**src/rtl/demux_2line_ctrl.sv**
```systemverilog
// Routes one byte at a time from a valid/ready source to one of two demux lines, with an optional sink timeout.
// Build with DEMUX_2LINE_CTRL_CNT_EN defined to get per-line delivered-byte counters on cnt0/cnt1.
module demux_2line_ctrl #(
  parameter int TIMEOUT = 15
) (
  input  logic       clk,
  input  logic       clr_n,
  input  logic [7:0] in_data,
  input  logic       in_dest,
  input  logic       in_valid,
  output logic       in_ready,
  output logic       sel,
  output logic [7:0] data_q,
  output logic       out0_valid,
  output logic       out1_valid,
  input  logic       out0_ready,
  input  logic       out1_ready,
  output logic       drop,
  output logic [7:0] cnt0,
  output logic [7:0] cnt1
);

  localparam int WAIT_W = (TIMEOUT < 2) ? 1 : $clog2(TIMEOUT + 1);
  // The timeout fires in the HOLD cycle whose wait count is one short of TIMEOUT
  localparam logic [WAIT_W-1:0] WAIT_LAST = WAIT_W'((TIMEOUT > 0) ? (TIMEOUT - 1) : 0);

  typedef enum logic [1:0] {
    IDLE  = 2'd0,
    HOLD0 = 2'd1,
    HOLD1 = 2'd2
  } state_t;

  state_t              state_r;
  state_t              state_nxt_s;
  logic [WAIT_W-1:0]   wait_r;
  logic                in_ready_r;
  logic                sel_r;
  logic [7:0]          data_r;
  logic                out0_valid_r;
  logic                out1_valid_r;
  logic                drop_r;
  logic                accept_s;
  logic                timeout_s;
  logic                hold_wait_s;
  logic                wait_hit_s;

  assign wait_hit_s = (TIMEOUT > 0) && (wait_r == WAIT_LAST);

  // Next-state decode; delivery is checked before timeout so a late ready still wins
  always_comb begin
    state_nxt_s = state_r;
    accept_s    = 1'b0;
    timeout_s   = 1'b0;
    hold_wait_s = 1'b0;
    case (state_r)
      IDLE: begin
        if (in_ready_r && in_valid) begin
          accept_s    = 1'b1;
          state_nxt_s = in_dest ? HOLD1 : HOLD0;
        end else begin
          state_nxt_s = IDLE;
        end
      end
      HOLD0: begin
        if (out0_ready) begin
          state_nxt_s = IDLE;
        end else if (wait_hit_s) begin
          hold_wait_s = 1'b1;
          timeout_s   = 1'b1;
          state_nxt_s = IDLE;
        end else begin
          hold_wait_s = 1'b1;
          state_nxt_s = HOLD0;
        end
      end
      HOLD1: begin
        if (out1_ready) begin
          state_nxt_s = IDLE;
        end else if (wait_hit_s) begin
          hold_wait_s = 1'b1;
          timeout_s   = 1'b1;
          state_nxt_s = IDLE;
        end else begin
          hold_wait_s = 1'b1;
          state_nxt_s = HOLD1;
        end
      end
      default: begin
        state_nxt_s = IDLE;
      end
    endcase
  end

  // Controller state with outputs registered from the next state
  always_ff @(posedge clk or negedge clr_n) begin
    if (!clr_n) begin
      state_r      <= IDLE;
      in_ready_r   <= 1'b0;
      out0_valid_r <= 1'b0;
      out1_valid_r <= 1'b0;
      drop_r       <= 1'b0;
      data_r       <= 8'd0;
      sel_r        <= 1'b0;
      wait_r       <= '0;
    end else begin
      state_r      <= state_nxt_s;
      in_ready_r   <= (state_nxt_s == IDLE);
      out0_valid_r <= (state_nxt_s == HOLD0);
      out1_valid_r <= (state_nxt_s == HOLD1);
      drop_r       <= timeout_s;
      if (accept_s) begin
        data_r <= in_data;
        sel_r  <= in_dest;
        wait_r <= '0;
      end else if (hold_wait_s) begin
        wait_r <= wait_r + 1'b1;
      end else begin
        wait_r <= wait_r;
      end
    end
  end

  assign in_ready   = in_ready_r;
  assign sel        = sel_r;
  assign data_q     = data_r;
  assign out0_valid = out0_valid_r;
  assign out1_valid = out1_valid_r;
  assign drop       = drop_r;

`ifdef DEMUX_2LINE_CTRL_CNT_EN
  logic       deliver0_s;
  logic       deliver1_s;
  logic [7:0] cnt0_r;
  logic [7:0] cnt1_r;

  assign deliver0_s = (state_r == HOLD0) && out0_ready;
  assign deliver1_s = (state_r == HOLD1) && out1_ready;

  // Per-line delivered-byte counters, free-running wrap at 255
  always_ff @(posedge clk or negedge clr_n) begin
    if (!clr_n) begin
      cnt0_r <= 8'd0;
      cnt1_r <= 8'd0;
    end else begin
      if (deliver0_s) begin
        cnt0_r <= cnt0_r + 8'd1;
      end else begin
        cnt0_r <= cnt0_r;
      end
      if (deliver1_s) begin
        cnt1_r <= cnt1_r + 8'd1;
      end else begin
        cnt1_r <= cnt1_r;
      end
    end
  end

  assign cnt0 = cnt0_r;
  assign cnt1 = cnt1_r;
`else
  assign cnt0 = 8'd0;
  assign cnt1 = 8'd0;
`endif

endmodule
```
**config.mk**
```make
export PLATFORM = sky130hd
export DESIGN_NAME = demux_2line_ctrl
export DESIGN_NICKNAME = d
export VERILOG_FILES = /design/src/rtl/demux_2line_ctrl.sv
export SDC_FILE = /design/constraint.sdc
export NUM_CORES = 1
export LEC_CHECK = 0
export CAP_MARGIN = 20
export CELL_PAD_IN_SITES_DETAIL_PLACEMENT = 0
export CELL_PAD_IN_SITES_GLOBAL_PLACEMENT = 1
export CORE_MARGIN = 3
export CORE_UTILIZATION = 28
export CTS_CLUSTER_SIZE = 28
export DETAILED_ROUTE_END_ITERATION = 7
export HOLD_SLACK_MARGIN = 0.02
export PLACE_DENSITY_LB_ADDON = 0.1
export SETUP_SLACK_MARGIN = 0.3
export SYNTH_ARGS = -nofsm -noshare
export SYNTH_HDL_FRONTEND = slang
export SYNTH_SLANG_ARGS = --single-unit
export TNS_END_PERCENT = 10
```
**constraint.sdc**
```tcl
create_clock -name clk -period 1.4 [get_ports clk]
set_input_delay 0.42 -clock clk [delete_from_list [all_inputs] [get_ports clk]]
set_output_delay 0.42 -clock clk [all_outputs]
set_load 0.05 [all_outputs]
```
; ---- Yosys cells after proc, flatten, opt, wreduce, memory -nomap -nowiden
; Index checks and enable logic that the tools add are counted.
[totals]
memories = 0
wordCells = 36
inputBits = 14
rom_bits = 0
latchBits = 0
ff_bits = 19
ramBits = 0
[op_classes]
order_cmp = 0
n_mux = 18
eq_ne = 5
div_mod_pow = 0
n_addsub = 1
n_mul = 0
n_reduce_logical = 4
n_bitwise = 0
n_shift = 0
[op_table]
columns = cell, n
row1 = 2-to-1 mux 1 bit, 9
row2 = 2-to-1 mux 2 bit, 4
row3 = 2-to-1 mux 4 bit, 2
row4 = case mux 2 bit (3 select lines), 1
row5 = "adder 4 x 1 -> 4 bit, second input constant", 1
row6 = "== test 2 x 1 -> 1 bit, second input constant", 2
row7 = "== test 2 bit, second input constant", 2
row8 = "== test 4 bit, second input constant", 1
row9 = zero test 2 bit, 2
row10 = case mux 1 bit (2 select lines), 2
row11 = nonzero test 2 bit, 1
row12 = logical AND 1 bit, 1

; ---- Longest topological paths before layout
; Gate-level depths: netlist of the first run.
[logic_depth]
word_depth = 5
depth_mapped = 6

; ---- Least setup slack after synthesis of the first run
; OpenSTA, ideal clock, no wires.
[synth_timing]
path_type = reg2reg
startpoint = register in_ready_r (netlist: in_ready)
endpoint = register out0_valid_r (netlist: out0_valid)
setup_ps = 73
arrival_time_ps = 1342
t_required_ps = 1327
path_slack_ps = -15
n_path_buf = 1
stages_incl_launch_ff = 5
synth_period_minus_slack_ps = 1415
cell_sequence = dfrtp_1 > nand3_2 > buf_6 > a211o_1 > a21oi_2
[synth_between]
elab_chain_len = 4
[synth_rtl]
columns = item, line
row1 = "start, declared", 36  ; logic in_ready_r;
row2 = "start signal, assigned", 107  ; in_ready_r <= (state_nxt_s == IDLE);
row3 = logical AND 1 bit, 57  ; if (in_ready_r && in_valid) begin
row4 = 2-to-1 mux 2 bit, 57
row5 = case mux 2 bit (3 select lines), 55  ; case (state_r)
row6 = == test 2 x 1 -> 1 bit, 108  ; out0_valid_r <= (state_nxt_s == HOLD0);
row7 = "end signal, assigned", 108
row8 = "end, declared", 39  ; logic out0_valid_r;
; No other way between the ends.
; A chain may end at the register's enable or synchronous reset.

; ---- Worst setup path in the final report of the first run
[layout_timing]
startpoint = register state_r[1]
endpoint = register data_r[0] (netlist: data_q[0])
[layout_between]
elab_chain_len = 2
[layout_rtl]
columns = item, line
row1 = "start, declared", 33  ; state_t state_r;
row2 = "start signal, assigned", 106  ; state_r <= state_nxt_s;
row3 = zero test 2 bit, 55
row4 = 2-to-1 mux 1 bit, 55
row5 = "end signal, assigned", 112  ; data_r <= in_data;
row6 = "end, declared", 38  ; logic [7:0] data_r;
; No other way between the ends.

==> results of run 1 <==
[per-stage QoR]
| stage | setup TNS [ns] | instances |
|---|---|---|
| finish | 0 | 183 |
| global route | 0 | 183 |
| CTS | 0 | 180 |
| detailed placement | -3.111 | 173 |
| global placement | -2.954 | 173 |
| floorplan | 0 | 110 |
[report_power, final]
group	switching [mW]	leakage (nW)	internal, mW	total [mW]
sequential	0.218	0.239	0.758	0.976
combinational	1.14	0.483	1.16	2.30
clock	0.179	0.0228	0.202	0.381
[logic make-up (layout without fill, tap and decap cells)]
family / count (synthesis) / after routing / share of synthesized area (%)
AO/OA/AOI/OAI: 11 / 11 / 7.082
adder cells (fa/ha/maj): 6 / 6 / 7.203
buffers and inverters: 21 / 48 / 14.17
flip-flops: 19 / 19 / 45.62
multiplexers: 12 / 12 / 12.49
other: 1 / 16 / 0.3598
AND/OR/NAND/NOR: 25 / 25 / 13.09
[layer usage]
layer  vias to the layer above  track usage (%)  wire length [um]
met2                        25            19.39              1148
li1                        371                -                 -
met4                         0            3.797                17
met5                         -                0                 0
met3                         2            2.530               128
met1                       360            13.34               953
[area by class of cell]
| type | instances | area share, % |
|---|---|---|
| inverter | 3 | 0.6870 |
| timing repair buffer | 41 | 30.92 |
| multi-input combinational | 70 | 33.05 |
| tap | 46 | 3.511 |
| clock buffer | 4 | 2.748 |
| sequential | 19 | 29.08 |
[registers in the layout, summed over array words and instances (netlist names)]
| name | count |
|---|---|
| out1_valid | 1 |
| wait_r | 4 |
| out0_valid | 1 |
| in_ready | 1 |
| sel | 1 |
| state_r | 2 |
| drop | 1 |
| data_q | 8 |
[worst paths after layout]
path / start / slack [ns] / end
max: state_r[1] / 0.08 / data_q[0]
min: clr_n / 0.50 / data_q[1]
max reg2reg: state_r[1] / 0.08 / data_q[0]
min reg2reg: wait_r[0] / 0.55 / wait_r[0]
max in group asynchronous: clr_n / 0.67 / in_ready
min in group clk: wait_r[0] / 0.55 / wait_r[0]
[cells in the final DEF (no fill, tap or decap), drive strengths merged]
cell,n
conb,16
nand4,4
a21o,2
clkdlybuf4s50,12
nand2b,4
and2b,1
or2,1
ha,6
inv,3
clkbuf,4
a211o,1
o21ai,1
nand2,10
mux2i,4
or2b,1
a21oi,6
nor2b,2
dlygate4sd2,1
nand3,2
mux2,8
a21boi,1
dfrtp,19
buf,28
[what timing repair did]
item	in CTS	in global routing
setup buffers	2	2
hold buffers	0	0
setup endpoints to repair	32	32
pin swaps	4	1
gates cloned	1	1
gates resized for setup	16	2
==> impl_metrics.env, run 1 <==
export IMPL_final_setup_worst_slack_ns=0.08432
export IMPL_clockBufferDepth=2
export IMPL_cp_buffers_inverters=2
export IMPL_hold_path_class="in2async"
export IMPL_critPathMaxStageDelay_ns=0.39
export IMPL_initialDrtViolationCount=11
export IMPL_multi_input_area_um2=541.8
export IMPL_worstPathMaxFanout=6
export IMPL_async_flop_share_pct=100.0
export IMPL_slew_violations=0
export IMPL_crit_slowest_cell="dfrtp_1"
export IMPL_overall_die_width_um=67.01
export IMPL_timing_final_crit_period_ns=1.316
export IMPL_drtPass1Iterations=2
export IMPL_finalNetCount=158
export IMPL_ys_warnings_count=0
export IMPL_via_count_of_the_first_global_routing_pass=810
export IMPL_synth_largest_area_cell="dfrtp_1"
export IMPL_routed_wirelength_um=2246
export IMPL_core_um2=3468
export IMPL_critical_path_top_delay_family="flip-flops"
export IMPL_drv_cap=0
export IMPL_outcome="completed"
export IMPL_number_of_stages_on_the_worst_setup_path=5
export IMPL_number_of_synthesized_flops_with_an_enable_pin=0
export IMPL_initial_antenna_violation_count=0
export IMPL_floorplan_die_area_um2=4490
export IMPL_placed_area_um2=1481
export IMPL_final_fill_count=341
export IMPL_tritoncts="done"
export IMPL_viasPerCell=4.142
export IMPL_postSynthRegisterBits=19
export IMPL_die_y_um=67.01
export IMPL_cellPowerDensity_nw_per_um2=2230
export IMPL_placement_io_buffers=26
export IMPL_flow_area_growth_from_synthesis_pct=57.26
export IMPL_max_freq_mhz=760.1
export IMPL_boundaryPins=43
export IMPL_required_ns=1.54
export IMPL_data_arrival_time_of_the_worst_path_ns=1.46
export IMPL_synthMostInstantiatedCell="dfrtp_1"
export IMPL_crit_path_cell_trace="inv_2 -> ha_4 -> nand3_4 -> buf_4 -> mux2_2"
export IMPL_final_count_of_hold_timing_violations=0
export IMPL_wl_per_cell_um=12.27
export IMPL_regArea_um2=476.7
export IMPL_cts_root_buffer="clkbuf_8"
export IMPL_dr_total_vias=758
export IMPL_preCtsSetupSlack_ns=-0.2295
export IMPL_reg2reg_depth=5
export IMPL_netlist_area_leader_share_pct=45.62
export IMPL_synthesis_area_um2=1042
export IMPL_synth_cell_type_count=24
export IMPL_static_power_due_to_leakage_nw=0.7443
export IMPL_final_instance_area_um2=1639
export IMPL_groute_usage_overall_pct=11.15
export IMPL_fin_crit_sh_pct=93.98
export IMPL_gate_count_after_technology_mapping=95
export IMPL_layout_core_utilization_pct=47.26
export IMPL_clk_insertion_delay_late_ns=0.25
export IMPL_cts_htree_levels=1
export IMPL_synthesis_area_per_instance_um2=10.97
export IMPL_insertedDiodeCount=0
export IMPL_skew_ns=0.001811
export IMPL_tritoncts_sink_count=19
export IMPL_vdd_drop_max_uv=1242
export IMPL_totalPowerFinal_mw=3.655
export IMPL_ys_seq_area_share_pct=45.62
export IMPL_rsz0062_at_grt="true"
export IMPL_drive_gt1_share_pct=39.42
export IMPL_synth_top_flop_cell="dfrtp_1"
export IMPL_post_route_drc_count=0
export IMPL_netlist_top_cells_area="dfrtp_1, buf_4, mux2_2, ha_1, mux2i_1"
export IMPL_rows=21
export IMPL_critPathLaunchType="register"
export IMPL_globalplace_congestion=0.7437
export IMPL_grt_max_degree=20
export IMPL_grt_first_pass_wirelength_um=3760
export IMPL_fin_hold_ws_ns=0.4975
export IMPL_tritoncts_num_buffers=3
export IMPL_clk_transition_reported_paths_ns=0.07
export IMPL_dp_hpwl_um=1641
export IMPL_synth_top_cells_by_count="dfrtp_1, buf_4, nand2_1, mux2_2, ha_1"
export IMPL_timing_worst_setup_path_type="reg2reg"
export IMPL_ant_nets=0
export IMPL_start_util_pct=30.05
export IMPL_grt_overflow_total=0
export IMPL_critPathCaptureType="register"
export IMPL_timing_final_setup_violations=0
Power figures use the tool's default switching activity.
==> inputs of run 2 (changes only) <==
- CTS_CLUSTER_SIZE: 28 -> not set
==> results of run 2 <==
Final layout, timing and power as in run 1 (identical DEF).
==> RTL change (config.mk and constraints of run 2) <==
The 3 states of `state_t` get a one-hot encoding in 3 bits.
--- a/src/rtl/demux_2line_ctrl.sv
+++ b/src/rtl/demux_2line_ctrl.sv
@@ -25,8 +25,8 @@
   localparam logic [WAIT_W-1:0] WAIT_LAST = WAIT_W'((TIMEOUT > 0) ? (TIMEOUT - 1) : 0);
 
-  typedef enum logic [1:0] {
-    IDLE  = 2'd0,
-    HOLD0 = 2'd1,
-    HOLD1 = 2'd2
+  typedef enum logic [2:0] {
+    IDLE  = 3'b001,
+    HOLD0 = 3'b010,
+    HOLD1 = 3'b100
   } state_t;
 
Formal check against the unedited RTL: no difference found for any inputs over 10 cycles, from zero or initial values; not proved beyond that.
==> RTL change against run 2 <==
Hold slack worse by 25 ps; setup slack worse by 61 ps; largest power group unchanged; largest cell class unchanged; sequential cell count up 1; area after synthesis increased by 2.4%; wire length down 8.2%; design area decreased by 1.6%; count of clock-buffer cells in the layout did not move; core utilization down 1.1 points; total power fell by 0.18%.
==> RTL change: results (changes against run 2) <==
flip-flop count of the largest register, all copies and words added = 8 (unchanged)
post-synthesis sequential area ratio = 47.0% (+1.4 points)
depth of the CTS H-tree = 1 (unchanged)
count of final max-slew check failures = 0 (unchanged)
number of iterations in the first detailed-routing pass = 4 (+2)
number of antenna violations at the first check in global routing = 0 (unchanged)
critical path's largest stage delay = 560 ps (+170 ps)
WP data arrival = 1520 ps (+60 ps)
async set-reset flop share out of synthesis = 100% (unchanged)
number of buffers on the longest clock path = 2 (unchanged)
GRT Residual Overflow = 0 (unchanged)
dominant delay contributor by cell family on the critical path = flip-flops
status = completed
drt via density = 4.12 (-0.47%)
Total Nets Final = 134 (-15%)
placed wire-length estimate = 1660 um (+0.93%)
reg-to-reg critical path startpoint = state_r[0]
critical path start-end classification = register to register
diode insertion count for antenna repair = 0 (unchanged)
DRC violation total after the first TritonRoute iteration = 34 (+23)
GR Util All Layers = 9.99% (-1.2 points)
routability-driven placement congestion ratio = 0.686 (-7.7%)
Final Routed Wirelength = 2060 um (-8.2%)
total leakage power = 0.773 nW (+3.9%)
number of warnings issued by yosys = 0 (unchanged)
slowest cell on the critical path = sky130_fd_sc_hd__dfstp_2
worst setup timing slack at the placement stage = -366 ps (-136 ps)
wire length of the first global-routing pass = 3350 um (-11%)
top cell types by occurrence after synthesis = sky130_fd_sc_hd__dfrtp_1, sky130_fd_sc_hd__buf_4, sky130_fd_sc_hd__mux2_4, sky130_fd_sc_hd__o21ai_0, sky130_fd_sc_hd__mux2i_1
post-CTS clock slew at the launch and capture registers of the worst setup and hold paths = 70 ps (about the same)
final setup skew = 1.75 ps (-0.0561 ps)
Primary FF master, synth = sky130_fd_sc_hd__dfrtp_1
vias in the first global route = 685 (-15%)
root buffer cell = sky130_fd_sc_hd__clkbuf_8
Peak VDD IR = 0.00132 V (+6.2%)
number of library cell types mapped by synthesis = 26 (+8.3%)
Fillers = 325 (-4.7%)
Clock Latency Late Sink = 260 ps
worst hold path type = input port to asynchronous set/reset pin
pin count of the biggest net entering global routing = 13 (-35%)
port bufs = 26 (unchanged)
maximum net fanout on the critical path = 7 (+1)
clock buffers created by TritonCTS = 3 (unchanged)
fraction of layout cells with a size suffix above 1 = 47.9% (+8.4 points)
biggest area contributors in the synthesized netlist = sky130_fd_sc_hd__dfrtp_1, sky130_fd_sc_hd__buf_4, sky130_fd_sc_hd__mux2_4
==> RTL change: cell count changes in the layout (fill, tap and decap cells not counted), sizes merged, moves of 3 or more <==
cell / delta
buf: -4
nand4: -4
o21ai: +5
nand2: -10
nor2: +3
ha: -4
nand2b: -4
a21oi: -6
==> RTL change: report_power, final <==
group	switching (mW)	internal [mW]
registers	0.237	0.796
clock network	0.190	0.250
logic	1.03	1.14
==> RTL change: final timing paths <==
check                                   to  slack, ps  cells after the start
worst max-delay path             data_q[0]         20                      4
worst min-delay path             wait_r[2]        470                      2
worst max register to register   data_q[0]         20                      4
worst min register to register   wait_r[3]        520                      1
max in group asynchronous       state_r[0]        720                      2
min in group clk                 wait_r[3]        520                      1
==> RTL change: metrics by stage <==
step,util (%),std cells,cell area (um2)
2_1_floorplan,-,94,1120
3_3_place_gp,43.2,158,1510
3_5_place_dp,43.2,158,1510
4_1_cts,45.9,163,1610
5_1_grt,46.2,163,1610
6_report,46.2,163,1610
==> RTL change: cell families after synthesis <==
family / share of synthesized area, %
mux: 16.1
buf+inv: 14.5
other cells: 0.351
fa+ha+maj: 2.34
compound gates: 9.03
simple gates: 10.7
flops: 47.0
==> RTL change: final cells by class <==
cell class                      instances  share of cell area (%)
Sequential cell                        20                    31.3
Timing Repair Buffer                   37                    30.1
Inverter                                1                   0.233
Tap cell                               46                    3.57
Clock buffer                            4                    3.41
Multi-Input combinational cell         55                    31.4
==> RTL change: timing repair <==
item / 4_1_cts / 5_1_grt
pin swaps: 6 / 2
gates resized for setup: 16 / 2
hold buffers: 0 / 0
buffers inserted: 1 / 0
endpoints found under the setup margin: 33 / 33
==> RTL change: per-layer routing <==
layer / up-vias / wire (um) / global-route usage [%]
li1: 321 / - / -
met2: 33 / 989 / 15.3
met3: 2 / 152 / 3.33
met4: 0 / 14 / 3.04
met5: - / 0 / 0
met1: 316 / 905 / 13.2
